==> config.mk <==
export PLATFORM = sky130hd
export DESIGN_NAME = fixedpt_iterative_divider_flat
export DESIGN_NICKNAME = d
export VERILOG_FILES = /design/src/rtl/fixedpt_iterative_divider_pkg.sv /design/src/rtl/fixedpt_iterative_divider_if.sv /design/src/rtl/fixedpt_iterative_divider_ctrl.sv /design/src/rtl/fixedpt_iterative_divider.sv /design/src/flat_wrapper.sv
export SDC_FILE = /design/constraint.sdc
export NUM_CORES = 1
export LEC_CHECK = 0
export ABC_CLOCK_PERIOD_IN_PS = 3000
export CORE_MARGIN = 1.5
export CORE_UTILIZATION = 30
export CTS_CLUSTER_DIAMETER = 120
export DETAILED_ROUTE_END_ITERATION = 16
export PLACE_DENSITY_LB_ADDON = 0.3
export SYNTH_ARGS = -nofsm -noshare
export SYNTH_HDL_FRONTEND = slang
export SYNTH_SLANG_ARGS = --single-unit
export TNS_END_PERCENT = 1
==> constraint.sdc <==
create_clock -name clk -period 3 [get_ports clk]
set_clock_uncertainty 0.15 [all_clocks]
set_input_delay 0.3 -clock clk [delete_from_list [all_inputs] [get_ports clk]]
set_output_delay 0.3 -clock clk [all_outputs]
set_load 0.005 [all_outputs]
==> src/rtl/fixedpt_iterative_divider_pkg.sv <==
// Shared types and constants for the fixed-point iterative divider.
package fixedpt_div_pkg;

    // Controller states: waiting for operands, iterating, presenting result.
    typedef enum logic [1:0] {
        IDLE = 2'd0,
        CALC = 2'd1,
        DONE = 2'd2
    } state_t;

    // Default geometry, Q16.16 in a 32-bit word.
    localparam int N_DEF = 32;
    localparam int D_DEF = 16;

    // Step counter must hold the value n+d.
    localparam int CNT_W = $clog2(N_DEF + D_DEF + 1);

    // Step counter width for an arbitrary geometry.
    function automatic int cnt_w(input int nn, input int dd);
        return $clog2(nn + dd + 1);
    endfunction

    // Largest positive two's-complement value of an nn-bit word.
    function automatic logic [63:0] max_pos(input int nn);
        return (64'd1 << (nn - 1)) - 64'd1;
    endfunction

    // Most negative two's-complement value of an nn-bit word (bit pattern).
    function automatic logic [63:0] min_neg(input int nn);
        return 64'd1 << (nn - 1);
    endfunction

endpackage

==> src/rtl/fixedpt_iterative_divider_if.sv <==
// Operand/result stream bundle for the divider, val/rdy on both sides.
interface fixedpt_iterative_divider_if #(
    parameter int n = 32
);
    logic                recv_val;
    logic                recv_rdy;
    logic signed [n-1:0] a;
    logic signed [n-1:0] b;
    logic                send_val;
    logic                send_rdy;
    logic signed [n-1:0] c;
    logic                ovf;
    logic                dbz;

    // Producer/consumer side that drives operands and accepts results.
    modport master (
        output recv_val, a, b, send_rdy,
        input  recv_rdy, send_val, c, ovf, dbz
    );

    // Divider side.
    modport slave (
        input  recv_val, a, b, send_rdy,
        output recv_rdy, send_val, c, ovf, dbz
    );
endinterface

==> src/rtl/fixedpt_iterative_divider_ctrl.sv <==
// Divider sequencing: FSM, step counter, handshake outputs and write-enables.
module fixedpt_div_ctrl
    import fixedpt_div_pkg::*;
#(
    parameter int n = 32,
    parameter int d = 16
) (
    input  logic   clk,
    input  logic   reset,
    input  logic   recv_val,
    input  logic   send_rdy,
    input  logic   b_zero,
    output state_t state,
    output logic   recv_rdy,
    output logic   send_val,
    output logic   load,
    output logic   step
);

    localparam int            CW       = cnt_w(n, d);
    localparam logic [CW-1:0] CNT_INIT = CW'(n + d);
    localparam logic [CW-1:0] CNT_ONE  = CW'(1);

    logic [CW-1:0] cnt;

    // Operand capture happens on the accepting edge; a step on every CALC edge.
    assign load = recv_val && recv_rdy && (state == IDLE);
    assign step = (state == CALC);

    // FSM with registered handshake outputs; the zero-divisor path spends one
    // cycle in DONE before raising send_val so its result lands one cycle after accept.
    always_ff @(posedge clk or negedge reset) begin
        if (!reset) begin
            state    <= IDLE;
            cnt      <= '0;
            recv_rdy <= 1'b1;
            send_val <= 1'b0;
        end else begin
            case (state)
                IDLE: begin
                    if (recv_val && recv_rdy) begin
                        recv_rdy <= 1'b0;
                        if (b_zero) begin
                            state <= DONE;
                        end else begin
                            state <= CALC;
                            cnt   <= CNT_INIT;
                        end
                    end
                end
                CALC: begin
                    if (cnt == CNT_ONE) begin
                        state    <= DONE;
                        send_val <= 1'b1;
                        cnt      <= '0;
                    end else begin
                        cnt <= cnt - CNT_ONE;
                    end
                end
                DONE: begin
                    if (!send_val) begin
                        send_val <= 1'b1;
                    end else if (send_rdy) begin
                        send_val <= 1'b0;
                        recv_rdy <= 1'b1;
                        state    <= IDLE;
                    end
                end
                default: begin
                    state    <= IDLE;
                    cnt      <= '0;
                    recv_rdy <= 1'b1;
                    send_val <= 1'b0;
                end
            endcase
        end
    end

endmodule

==> src/rtl/fixedpt_iterative_divider.sv <==
// Signed Q(n-d).d restoring divider, one quotient bit per cycle, with
// saturation on overflow and a fixed response to a zero divisor.
module fixedpt_iterative_divider
    import fixedpt_div_pkg::*;
#(
    parameter int n = 32,
    parameter int d = 16
) (
    input logic                        clk,
    input logic                        reset,
    fixedpt_iterative_divider_if.slave bus
);

    localparam int             QW        = n + d;
    localparam logic [63:0]    MAX_POS_W = max_pos(n);
    localparam logic [63:0]    MIN_NEG_W = min_neg(n);
    localparam logic [n-1:0]   MAX_POS   = MAX_POS_W[n-1:0];
    localparam logic [n-1:0]   MIN_NEG   = MIN_NEG_W[n-1:0];

    state_t          state;
    logic            load;
    logic            step;
    logic            b_zero;

    logic [n-1:0]    bmag;
    logic [QW-1:0]   dvd;
    logic [n-1:0]    rem;
    logic [QW-1:0]   quo;
    logic            neg;
    logic            a_neg;
    logic            dbz_r;

    logic [n:0]      rem_sh;
    logic            ge;

    logic [n-1:0]    c_v;
    logic            ovf_v;
    logic            dbz_v;

    // Unsigned magnitude; the most negative value maps to 2^(n-1).
    function automatic logic [n-1:0] mag(input logic signed [n-1:0] v);
        logic [n-1:0] u;
        u = v;
        return u[n-1] ? ('0 - u) : u;
    endfunction

    // Signed result from the quotient magnitude, saturating on overflow.
    // Returns {ovf, c}.
    function automatic logic [n:0] saturate(input logic [QW-1:0] q, input logic negative);
        logic [n-1:0] lo;
        logic [n-1:0] lo_neg;
        lo     = q[n-1:0];
        lo_neg = '0 - lo;
        if (!negative) begin
            if (q > QW'(MAX_POS)) return {1'b1, MAX_POS};
            return {1'b0, lo};
        end
        if (q > QW'(MIN_NEG)) return {1'b1, MIN_NEG};
        return {1'b0, lo_neg};
    endfunction

    assign b_zero = (bus.b == '0);

    fixedpt_div_ctrl #(
        .n (n),
        .d (d)
    ) u_ctrl (
        .clk      (clk),
        .reset    (reset),
        .recv_val (bus.recv_val),
        .send_rdy (bus.send_rdy),
        .b_zero   (b_zero),
        .state    (state),
        .recv_rdy (bus.recv_rdy),
        .send_val (bus.send_val),
        .load     (load),
        .step     (step)
    );

    // Restoring step: append the next dividend bit, subtract if it fits.
    // The remainder stays below |b| <= 2^(n-1), so n bits hold it after the step.
    always_comb begin
        rem_sh = {rem, dvd[QW-1]};
        ge     = (rem_sh >= {1'b0, bmag});
    end

    // Operand capture on accept, then one quotient bit per CALC cycle.
    always_ff @(posedge clk or negedge reset) begin
        if (!reset) begin
            bmag  <= '0;
            dvd   <= '0;
            rem   <= '0;
            quo   <= '0;
            neg   <= 1'b0;
            a_neg <= 1'b0;
            dbz_r <= 1'b0;
        end else if (load) begin
            bmag  <= mag(bus.b);
            dvd   <= {mag(bus.a), {d{1'b0}}};
            rem   <= '0;
            quo   <= '0;
            neg   <= bus.a[n-1] ^ bus.b[n-1];
            a_neg <= bus.a[n-1];
            dbz_r <= b_zero;
        end else if (step) begin
            dvd <= dvd << 1;
            rem <= ge ? (rem_sh[n-1:0] - bmag) : rem_sh[n-1:0];
            quo <= {quo[QW-2:0], ge};
        end
    end

    // Result formation from the registers; outputs read zero outside DONE.
    always_comb begin
        c_v   = '0;
        ovf_v = 1'b0;
        dbz_v = 1'b0;
        if (state == DONE) begin
            if (dbz_r) begin
                c_v   = a_neg ? MIN_NEG : MAX_POS;
                dbz_v = 1'b1;
            end else begin
                {ovf_v, c_v} = saturate(quo, neg);
            end
        end
    end

    assign bus.c   = c_v;
    assign bus.ovf = ovf_v;
    assign bus.dbz = dbz_v;

endmodule
==> src/flat_wrapper.sv <==
// flat-port wrapper written by rule: the top's interface ports become plain ports
module fixedpt_iterative_divider_flat import fixedpt_div_pkg::*;
#(
    parameter int n = 32,
    parameter int d = 16
)
  (clk, reset, bus_recv_val, bus_a, bus_b, bus_send_rdy, bus_recv_rdy, bus_send_val, bus_c, bus_ovf, bus_dbz);
  fixedpt_iterative_divider_if #(.n(n)) bus_i ();
  input logic clk;
  input logic reset;
  input wire logic [$bits(bus_i.recv_val)-1:0] bus_recv_val;
  input wire logic [$bits(bus_i.a)-1:0] bus_a;
  input wire logic [$bits(bus_i.b)-1:0] bus_b;
  input wire logic [$bits(bus_i.send_rdy)-1:0] bus_send_rdy;
  output wire logic [$bits(bus_i.recv_rdy)-1:0] bus_recv_rdy;
  output wire logic [$bits(bus_i.send_val)-1:0] bus_send_val;
  output wire logic [$bits(bus_i.c)-1:0] bus_c;
  output wire logic [$bits(bus_i.ovf)-1:0] bus_ovf;
  output wire logic [$bits(bus_i.dbz)-1:0] bus_dbz;
  assign bus_i.recv_val = bus_recv_val;
  assign bus_i.a = bus_a;
  assign bus_i.b = bus_b;
  assign bus_i.send_rdy = bus_send_rdy;
  assign bus_recv_rdy = bus_i.recv_rdy;
  assign bus_send_val = bus_i.send_val;
  assign bus_c = bus_i.c;
  assign bus_ovf = bus_i.ovf;
  assign bus_dbz = bus_i.dbz;
  fixedpt_iterative_divider #(.n(n), .d(d)) u_core (.clk(clk), .reset(reset), .bus(bus_i));
endmodule
# --- Yosys cells after proc, flatten, opt, wreduce, memory -nomap -nowiden ---
# Index checks and enable logic that the tools add are counted.
word_totals:
  regBits: 173
  out_inout_bits: 36
  in_bits: 68
classes:
  n_eq_ne: 8
  n_reduce_logical: 9
  n_mux: 51
  magnitude_cmp: 3
  add_sub_neg: 5
  bitwise: 4
ops:
  columns: ["op", "n"]
  rows:
  - ["32-bit two-way mux", 8]
  - ["33-bit two-way mux", 6]
  - ["48-bit two-way mux", 4]
  - ["1-bit by 32-bit subtractor with 32-bit output, first input constant", 3]
  - ["48-bit by 31-bit greater-than comparator with 1-bit output, second input constant", 1]
  - ["48-bit by 32-bit greater-than comparator with 1-bit output, second input constant", 1]
  - ["33-bit by 32-bit >= comparator with 1-bit output", 1]
  - ["32-bit zero test", 1]
  - ["32-bit subtractor", 1]
  - ["1-bit two-way mux", 21]
  - ["6-bit two-way mux", 3]
  - ["6-bit one-hot mux with 3 select lines", 1]
  - ["2-bit two-way mux", 5]
  - ["2-bit != test, second input constant", 5]
  - ["4-bit AND reduction", 2]
  - ["6-bit by 1-bit equality test with 1-bit output, second input constant", 1]
  - ["1-bit one-hot mux with 3 select lines", 2]
  - ["2-bit one-hot mux with 3 select lines", 1]
  - ["6-bit by 1-bit subtractor with 6-bit output, second input constant", 1]
  - ["1-bit inverter", 3]
  - ["3-bit AND reduction", 1]
  - ["2-bit by 1-bit equality test with 1-bit output, second input constant", 1]
  - ["2-bit equality test, second input constant", 1]
  - ["1-bit logical AND", 2]
  - ["other kinds (4)", 4]

# --- Longest topological paths before layout ---
depth:
  ltp_word: 12
  depth_mapped: 13

# --- By module ---
# Synthesis repeated with hierarchy kept, for this count alone.
unflattened:
  cells_unflattened: 1349
  area_unflattened_um2: 11313.4
modules_own_cells:
  columns: ["module", "n_inst", "seq_area_each_um2", "cells_per_inst", "area_per_inst_um2"]
  rows:
  - ["fixedpt_iterative_divider", 1, 3678.5, 1282, 10677.7]
  - ["fixedpt_div_ctrl", 1, 251.5, 67, 635.6]

# --- Worst setup path before layout ---
# Ideal clock, no wire load.
synth_path:
  kind: "register -> output"
  start: "register u_core.quo[0]"
  end: "output port bus_c[18]"
  stages_incl_launch_ff: 11
  arrival_time_ps: 2654
  path_slack_ps: -104
  cell_sequence: "dfrtp_1 inv_1 ha_1 or3b_4 or4_1 or4_4 nor3_2 nand2b_1 o41ai_1 nand2_1 a31oi_1"
synth_between:
  elab_chain_len: 12
  word_cells_on_any_way: 18
synth_rtl:
  columns: ["element", "line_no", "source"]
  rows:
  - ["start, declared", "fixedpt_iterative_divider.sv:28", "logic [QW-1:0] quo;"]
  - ["start signal, assigned", "fixedpt_iterative_divider.sv:108", "quo <= {quo[QW-2:0], ge};"]
  - ["48-bit by 31-bit greater-than comparator with 1-bit output", "fixedpt_iterative_divider.sv:55", "if (q > QW'(MAX_POS)) return {1'b1, MAX_POS};"]
  - ["1-bit two-way mux", "fixedpt_iterative_divider.sv:55", null]
  - ["1-bit two-way mux", "fixedpt_iterative_divider.sv:54", "if (!negative) begin"]
  - ["1-bit two-way mux", "fixedpt_iterative_divider.sv:118", "if (dbz_r) begin"]
  - ["1-bit two-way mux", "fixedpt_iterative_divider.sv:117", "if (state == DONE) begin"]
  - ["33-bit two-way mux", "fixedpt_iterative_divider.sv:56", "return {1'b0, lo};"]
  - ["33-bit two-way mux", "fixedpt_iterative_divider.sv:54", null]
  - ["33-bit two-way mux", "fixedpt_iterative_divider.sv:58", "if (q > QW'(MIN_NEG)) return {1'b1, MIN_NEG};"]
  - ["33-bit two-way mux", "fixedpt_iterative_divider.sv:59", "return {1'b0, lo_neg};"]
  - ["33-bit two-way mux *", "fixedpt_iterative_divider.sv:58", null]
  - ["32-bit two-way mux *", "fixedpt_iterative_divider.sv:118", null]
  - ["32-bit two-way mux *", "fixedpt_iterative_divider.sv:117", null]
  - ["end, declared", "flat_wrapper.sv:17", "output wire logic [$bits(bus_i.c)-1:0] bus_c;"]
# Every way passes the cells marked *; elsewhere a longest branch is shown, timed or not. The select of a mux whose other input is x is not followed.

# --- Final worst setup path ---
layout_path:
  start: "register u_core.quo[1]"
  end: "output port bus_c[6]"
# Same word-level chain as after synthesis.

==> qor.yml <==
finish:
  final_cells: 2089
  diodes: 0
  final_cell_mix: "227 x buf_4, 156 x dfrtp_1, 148 x nand2_1"
  area_growth_pct: 37.5
  drive_gt1_frac: 0.239
  final_common_cell: "buf_4"
  fin_nets: 1717
setup_path:
  timing.rr.end: "u_core.rem[27]$_DFFE_PN0P_"
  required_ns: 2.55
  path_cells: "inv_2, ha_4, or3b_4, buf_4, nor4_2, buf_4, nand4_4, a21oi_4, buf_12, nand2_8, buf_6, buf_4, o31ai_2, a21oi_1, nor2_1, clkdlybuf4s15_2"
  critical-path-max-stage-delay_ns: 0.39
  crit_path_start_kind: "flop"
  path_buf_inv: 7
  rr_startpoint: "u_core.rem[6]$_DFFE_PN0P_"
  cp_max_fo: 7
  critPathTopFamily: "buffers and inverters"
  r2r_cells: 10
  path_class: "flop to output pin"
  cp_common_cell: "buf_4"
  crit_slowest_cell: "dfrtp_1"
  arrival_ns: 3.27
  cp-end-kind: "output pin"
  reg2reg_slack_ns: -0.15
cts:
  cts.sinks: 157
  clk_latency_ns: 0.43
  cts_max_level: 4
  cts_tree: "yes"
  cts_root_buf: "clkbuf_16"
  cts.clk_slew.worst_paths_ns: 0.07
  clock_path_buffers: 2
  cts_made_buffers: 17
timing:
  relSlewSlack: 0.510
  min_period_ns: 3.72
  fin_tns_setup_ns: -16.78
  finalHoldViolations: 0
  period_share: 1.24
  tightest_slew_ns: 0.735
  finalMaxSlewViolations: 0
  rsz0062_at_grt: "yes"
  finalSetupViolCount: 34
  fin_ws_ns: -0.719
  max_freq_ghz: 0.269
  whs_ns: 0.258
place:
  placed_cells: 2041
  place_congestion: 0.893
  io_buffers: 103
  place_hpwl_um: 23100
global_routing:
  grt_pass1_vias: 10400
  antenna_found_initial: 0
  grt.total_usage: 0.165
  grt_overflow_total: 0
  grt_first_pass_wirelength_um: 52300
  grt_max_degree: 96
synth:
  synth_ff_type: "dfrtp_1"
  synthDistinctLibCells: 76
  yosys_warnings: 0
  synth_edf_count: 0
  synth.avg_cell_area_um2: 8.42
  synth_nets: 1433
  synthArstFlopShare: 1.00
  netlist_instances: 1324
  ys_seq_area_frac: 0.353
  yosysTopAreaCellShare: 0.350
  syn_area_mm2: 0.0111
  synthTopCellsByArea: "dfrtp_1 35%, mux2i_1 8.1%, o21ai_0 5.8%, nand2_1 5.0%, ha_1 4.5%"
  ys_seq_elements: 157
  yosysTopAreaCell: "dfrtp_1"
floorplanning:
  start_util: 0.304
  rows: 70
  dieWidth_um: 196
  ioPinCount: 104
  die_area_mm2: 0.0383
  core-area_mm2: 0.0366
  die_h_um: 196
detailed_routing:
  drc: 0
  post_drt_wl_per_cell_um: 15.0
  detail_route.vias_per_cell: 5.06
  drt_wl_total_um: 31300
  drtIter0Drc: 515
  vias: 10600
  drt_pass1_iterations: 5
  postRouteAntennaNets: 0
run_status:
  violations: "setup timing"
  outcome: "finished, violations left"
min_path:
  hold_path_class: "input port to asynchronous set/reset pin"
flow_run:
  drv_cap: 0
[kinds of logic after synthesis]
group                      after synthesis  synth area share
and+or+nand+nor                        427             0.189
AOI/OAI and AO/OA                      387             0.216
DFF                                    157             0.353
buffers and inverters                  138            0.0491
muxes                                   90            0.0809
xor gates and xnor gates                84            0.0660
adders and majority gates               41            0.0467
[worst max-delay path by stage]
stage / start / to / slack, ns / depth (start not counted)
after floorplan: u_core.quo[0]$_DFFE_PN0P_ / bus_c[18] / -0.08 / 10
final: u_core.quo[1]$_DFFE_PN0P_ / bus_c[6] / -0.72 / 16
after detailed placement: u_core.quo[1]$_DFFE_PN0P_ / bus_c[18] / -0.67 / 11
after CTS: u_core.quo[1]$_DFFE_PN0P_ / bus_c[18] / -0.81 / 12
after global routing: u_core.quo[1]$_DFFE_PN0P_ / bus_c[18] / -0.83 / 12
after global placement: u_core.quo[1]$_DFFE_PN0P_ / bus_c[18] / -0.62 / 11
[registers in the layout, indices dropped and copies added, names as in the netlist]
register,cells
u_core.u_ctrl.send_val,1
u_core.bmag,32
u_core.a_neg,1
u_core.u_ctrl.state,2
u_core.neg,1
u_core.rem,32
u_core.dvd,32
u_core.u_ctrl.recv_rdy,1
u_core.u_ctrl.cnt,6
u_core.quo,48
u_core.dbz_r,1
[metal layers]
layer	share of wire	vias up	track usage
met4	0.013	0	0.0422
li1	-	5353	-
met1	0.48	5006	0.225
met5	0	-	0
met2	0.47	184	0.276
met3	0.034	26	0.0225
[repair_timing]
item	4_1_cts	5_1_grt
buffers inserted	10	4
cloned	1	0
endpoints found under the setup margin	66	64
gates resized for setup	153	47
hold buffers	1	0
pin swaps	20	17
hold endpoints to repair	57	0
[Yosys cell counts (all sizes together) (4+ instances only)]
master / count
dfrtp: 156
nand2: 150
o21ai: 133
nor2: 106
a21oi: 90
mux2i: 90
clkbuf: 62
inv: 53
xor2: 51
ha: 40
o31ai: 40
xnor2: 33
nand3: 25
a31oi: 23
buf: 23
nor3: 20
nor2b: 19
or3: 19
a211oi: 17
nor4: 17
or4: 17
a21o: 15
o41ai: 14
and3: 11
nand4: 9
nand2b: 7
o21bai: 7
or2: 7
nand3b: 6
a32oi: 5
nand4b: 5
o21a: 5
a31o: 4
[through the flow]
step | setup WS (ns) | cell area (µm²) | utilization
2_1_floorplan | -0.0814 | 11100 | -
3_3_place_gp | -0.620 | 14300 | 0.389
3_5_place_dp | -0.669 | 14300 | 0.389
4_1_cts | -0.814 | 15100 | 0.413
5_1_grt | -0.833 | 15300 | 0.419
6_report | -0.719 | 15300 | 0.419
[cell type report]
| cell class | instances | area, µm² |
|---|---|---|
| Sequential cell | 157 | 3930 |
| Tap cell | 468 | 586 |
| Multi-Input combinational cell | 1030 | 7110 |
| Inverter | 53 | 199 |
| Clock inverter | 12 | 153 |
| Clock buffer | 20 | 457 |
| Fill cell | 3618 | 21300 |
| Timing Repair Buffer | 349 | 2890 |
Power is not shown: default switching activity piles up to over one toggle a cycle in this logic, so the estimate is an artifact.
==> variant 1: new RTL, config.mk and constraints unchanged <==
The 3 states of `state_t` get a one-hot encoding in 3 bits.
--- a/src/rtl/fixedpt_iterative_divider_pkg.sv
+++ b/src/rtl/fixedpt_iterative_divider_pkg.sv
@@ -3,8 +3,8 @@
 
     // Controller states: waiting for operands, iterating, presenting result.
-    typedef enum logic [1:0] {
-        IDLE = 2'd0,
-        CALC = 2'd1,
-        DONE = 2'd2
+    typedef enum logic [2:0] {
+        IDLE = 3'b001,
+        CALC = 3'b010,
+        DONE = 3'b100
     } state_t;
 
Behaviour: no difference found for any inputs over 10 cycles, from zero or initial values and one cycle with reset low; not proved beyond that.
==> variant 1 against the original RTL <==
The run still ends with negative setup slack left; maximum frequency fell by 4.3%; sequential cell count grew 1; worst hold slack got worse by 98 ps; first-iteration DRC count is 27% higher; non-clock buffer count is 10 lower; routed wire length down 0.52%; worst setup slack got worse by 170 ps; final area decreased by 2.7%; area after synthesis decreased by 2.6%; synthesized cell count increased by 2.3%; sequential share of layout area up 0.89 points; critical path type unchanged; critical endpoint is now bus_c[29].
==> variant 1: results (changes against the original RTL) <==
delay-heaviest family, CP simple AND/OR/NAND/NOR gates; setup violators final 35 (+2.9%); Data arrival, critical path 3440 ps (+170 ps); end of the critical path bus_c[29]; CP peak stage delay 480 ps (+90 ps); Routed WL 31.1 mm (-0.52%); Mapped Nets 1461 (+2.0%); CP Max Fanout 3 (-4); Adder-Cell Fraction of Synth Area 4.45% (-0.22 points); largest net degree at the start of global routing 95 (-1.0%); post-synthesis compound-gate area fraction 23.7% (+2.1 points); setup TNS -25200 ps (-8420 ps); Synth Area in XOR/XNOR 6.86% (+0.26 points); Reg2Reg Setup Slack -70 ps (+80 ps); Via density 5.08 (+0.37%); NumNets Final 1734 (+0.99%); worst reg2reg endpoint u_core.rem[24]$_DFFE_PN0P_; Max transition margin 51.5% (+0.48 points); Cell variety after synth 71 (-6.6%); DP HPWL 22.5 mm (-2.7%); outcome complete, but fails checks; All-Layer GR Usage 17.0% (+0.51 points); vias in the first global route 10392 (+0.22%); Synth top cells by count nand2_1, o21ai_0, dfrtp_1; first-pass GRT wire length 51.4 mm (-1.7%); violated checks negative setup slack; most common cell in the netlist nand2_1; GP Congestion 0.858 (-3.8%); placement-stage cell area 13900 um^2 (-2.3%); Starting DRT DRC Count 656 (+27%); top cells by area, synth dfrtp_1, o21ai_0, nand2_1; post-route setup slack -885 ps (-166 ps); slowest stage cell on the critical path or4_1; layout cells sized above 1 24.1% (+0.20 points)
variant 1: cell types whose count changed in the layout (fill, tap and decap cells not counted), sizes merged, moves of 11 or more:
cell	change
nor2	-32
o21ai	+67
nand2	+81
mux2i	-61
a211oi	-14
a21oi	-19
a22oi	+28
nor2b	-13
nor3	+11
variant 1: power by group through the flow:
stage	logic, W	registers, W	clock network [W]
detailed placement	0.00832	0.00324	0
finish	0.00912	0.00323	0.00212
CTS	0.00865	0.00322	0.00217
global placement	0.00822	0.00324	0
global route	0.0101	0.00332	0.00227
floorplan	0.00545	0.00312	0
variant 1: kinds of logic after synthesis:
| logic type | after synthesis |
|---|---|
| compound gates | 425 |
| mux | 31 |
| fa+ha+maj | 38 |
| xor+xnor | 85 |
| buf+inv | 139 |
| simple gates | 479 |
| flops | 158 |
variant 1: routing by layer:
metal | track usage [%] | routed length (um) | part of all wire (%)
met1 | 23.7 | 15200 | 49
met2 | 27.7 | 14500 | 47
met3 | 2.21 | 980 | 3.1
met4 | 4.47 | 399 | 1.3
met5 | 0 | 0 | 0
variant 1: timing repair:
| action | in CTS | in global routing |
|---|---|---|
| setup buffers | 8 | 2 |
| hold endpoints to repair | 29 | 0 |
| pin swaps | 33 | 30 |
| gates resized for setup | 154 | 78 |
| endpoints found under the setup margin | 76 | 80 |
| hold buffers | 1 | 0 |
variant 1: through the flow:
step,cells,hold WS [ps],setup WS [ps]
2_1_floorplan,1355,-146,-223
3_3_place_gp,2059,55.6,-800
3_5_place_dp,2059,56.8,-853
4_1_cts,2100,153,-1020
5_1_grt,2102,172,-1090
6_report,2102,160,-885
variant 1: final cells by class:
class,count,area [um^2]
multi-input combinational,1058,6830
clock buffer,19,443
clock inverter,13,121
inverter,54,203
sequential,158,3960
timing repair buffer,339,2780
fill,3631,20700
tap,461,577
==> variant 2: new RTL, config.mk and constraints unchanged <==
Made on the original files. `n` is set to 32 in 4 places; all go to 16.
--- a/src/rtl/fixedpt_iterative_divider_if.sv
+++ b/src/rtl/fixedpt_iterative_divider_if.sv
@@ -1,5 +1,5 @@
 // Operand/result stream bundle for the divider, val/rdy on both sides.
 interface fixedpt_iterative_divider_if #(
-    parameter int n = 32
+    parameter int n = 16
 );
     logic                recv_val;
--- a/src/rtl/fixedpt_iterative_divider_ctrl.sv
+++ b/src/rtl/fixedpt_iterative_divider_ctrl.sv
@@ -3,5 +3,5 @@
     import fixedpt_div_pkg::*;
 #(
-    parameter int n = 32,
+    parameter int n = 16,
     parameter int d = 16
 ) (
--- a/src/rtl/fixedpt_iterative_divider.sv
+++ b/src/rtl/fixedpt_iterative_divider.sv
@@ -4,5 +4,5 @@
     import fixedpt_div_pkg::*;
 #(
-    parameter int n = 32,
+    parameter int n = 16,
     parameter int d = 16
 ) (
--- a/src/flat_wrapper.sv
+++ b/src/flat_wrapper.sv
@@ -2,5 +2,5 @@
 module fixedpt_iterative_divider_flat import fixedpt_div_pkg::*;
 #(
-    parameter int n = 32,
+    parameter int n = 16,
     parameter int d = 16
 )
Ports: changed (resized bus_a, bus_b and bus_c); port bits go from 104 to 56. No check against the original RTL was run, so the function may have changed too.
==> variant 2 against the original RTL <==
The flow still finishes with violations (negative setup slack); routed wire length down 50%; non-clock buffer count shrank 247; register-to-register slack gained 280 ps; critical path depth is 8 lower; first-iteration DRC count shrank 46%; worst setup slack gained 430 ps; synthesized cell count decreased by 45%; final area shrank 49%; area after synthesis down 44%; global-route usage shrank 1.9 points; sequential cell count decreased by 64; largest cell class unchanged.
==> variant 2: results (changes against the original RTL) <==
Post-Place Cells 1055 (-48%); setup TNS -3970 ps (+12820 ps); H-tree depth 3 (-1); Cell variety after synth 71 (-6.6%); post-synthesis compound-gate area fraction 22.2% (+0.61 points); fin area 7780 um^2 (-49%); CP Max Fanout 4 (-3); top cells by area, synth dfrtp_1, mux2i_1, ha_1; Crit Reg-Reg Startpoint u_core.rem[7]$_DFFE_PN0P_; worst r2r path cells 8 (-2); routed wire length per instance 14.5 um (-3.1%); vias in the first global route 5200 (-50%); worst hold margin 277 ps (+18.8 ps); Synth top cells by count dfrtp_1, nand2_1, nor2_1; Max transition margin 55.8% (+4.8 points); worst reg2reg endpoint u_core.rem[7]$_DFFE_PN0P_; All-Layer GR Usage 14.6% (-1.9 points); violated checks negative setup slack; slowest stage cell on the critical path or4_4; Filler cells 2096 (-42%); CP peak stage delay 550 ps (+160 ps); clk_lat worst skew 350 ps (-80 ps); Crit. Startpoint u_core.quo[7]$_DFFE_PN0P_; IO buf count 55 (-47%); total power ~0.01 W; first-pass GRT wire length 25.9 mm (-50%); GR Util met2 23.6% (-3.9 points); WL met3 466 um (-57%); Post-Synthesis Cells 731 (-45%); Adder-Cell Fraction of Synth Area 5.10% (+0.43 points); layout cells sized above 1 13.8% (-10 points); Starting DRT DRC Count 278 (-46%); Via density 5.14 (+1.6%); Reg2Reg Setup Slack 130 ps (+280 ps); YS warnings 0 (unchanged); GP Congestion 0.826 (-7.5%); Setup WS pre-CTS -247 ps (+422 ps); setup violators final 17 (-50%); DP HPWL 11.2 mm (-52%); post-synthesis sequential area ratio 37.1% (+1.8 points); dominant synthesized flop cell dfrtp_1; placement-stage cell area 7380 um^2 (-48%); Routed WL 15.6 mm (-50%); Data arrival, critical path 2840 ps (-430 ps); Mapped Nets 792 (-45%); max FFs per register 32 (-33%); Synth Area in XOR/XNOR 5.02% (-1.6 points); NumNets Final 861 (-50%); largest net degree at the start of global routing 63 (-34%); Reg clk slew, reported paths approximately 80 ps; outcome complete, but fails checks; post-synthesis mux area share 7.51% (-0.57 points); end of the critical path bus_c[7]; Metal-1 WL 7.78 mm (-48%); total CTS buffers 9 (-8); post-route setup slack -290 ps (+429 ps); met2 wire length 7.14 mm (-52%)
-- variant 2: changes by cell type after synthesis, sizes merged, moves of 25 or more --
cell	delta
nand2	-86
dfrtp	-64
a21oi	-50
nor2	-49
o21ai	-49
mux2i	-44
xor2	-32
o31ai	-27
clkbuf	-25
inv	-25
-- variant 2: area by class of cell --
type | count | area share (%)
Multi-Input combinational cell | 562 | 48.6
Sequential cell | 93 | 29.9
Timing Repair Buffer | 102 | 11.4
Tap cell | 270 | 4.34
Clock buffer | 9 | 2.89
Inverter | 32 | 1.54
Clock inverter | 6 | 1.24
-- variant 2: what timing repair did --
item	CTS	global route
cloned	1	0
buffers inserted	2	0
hold buffers	1	0
pin swaps	7	0
setup endpoints to repair	17	28
hold endpoints to repair	31	0
resized for setup	79	4
-- variant 2: critical path: cells and delay by family, from the launching register on --
kind	cells	cell delay, ps
buffers and inverters	2	260
DFF	1	380
AOI/OAI and AO/OA	3	420
and+or+nand+nor	3	1430
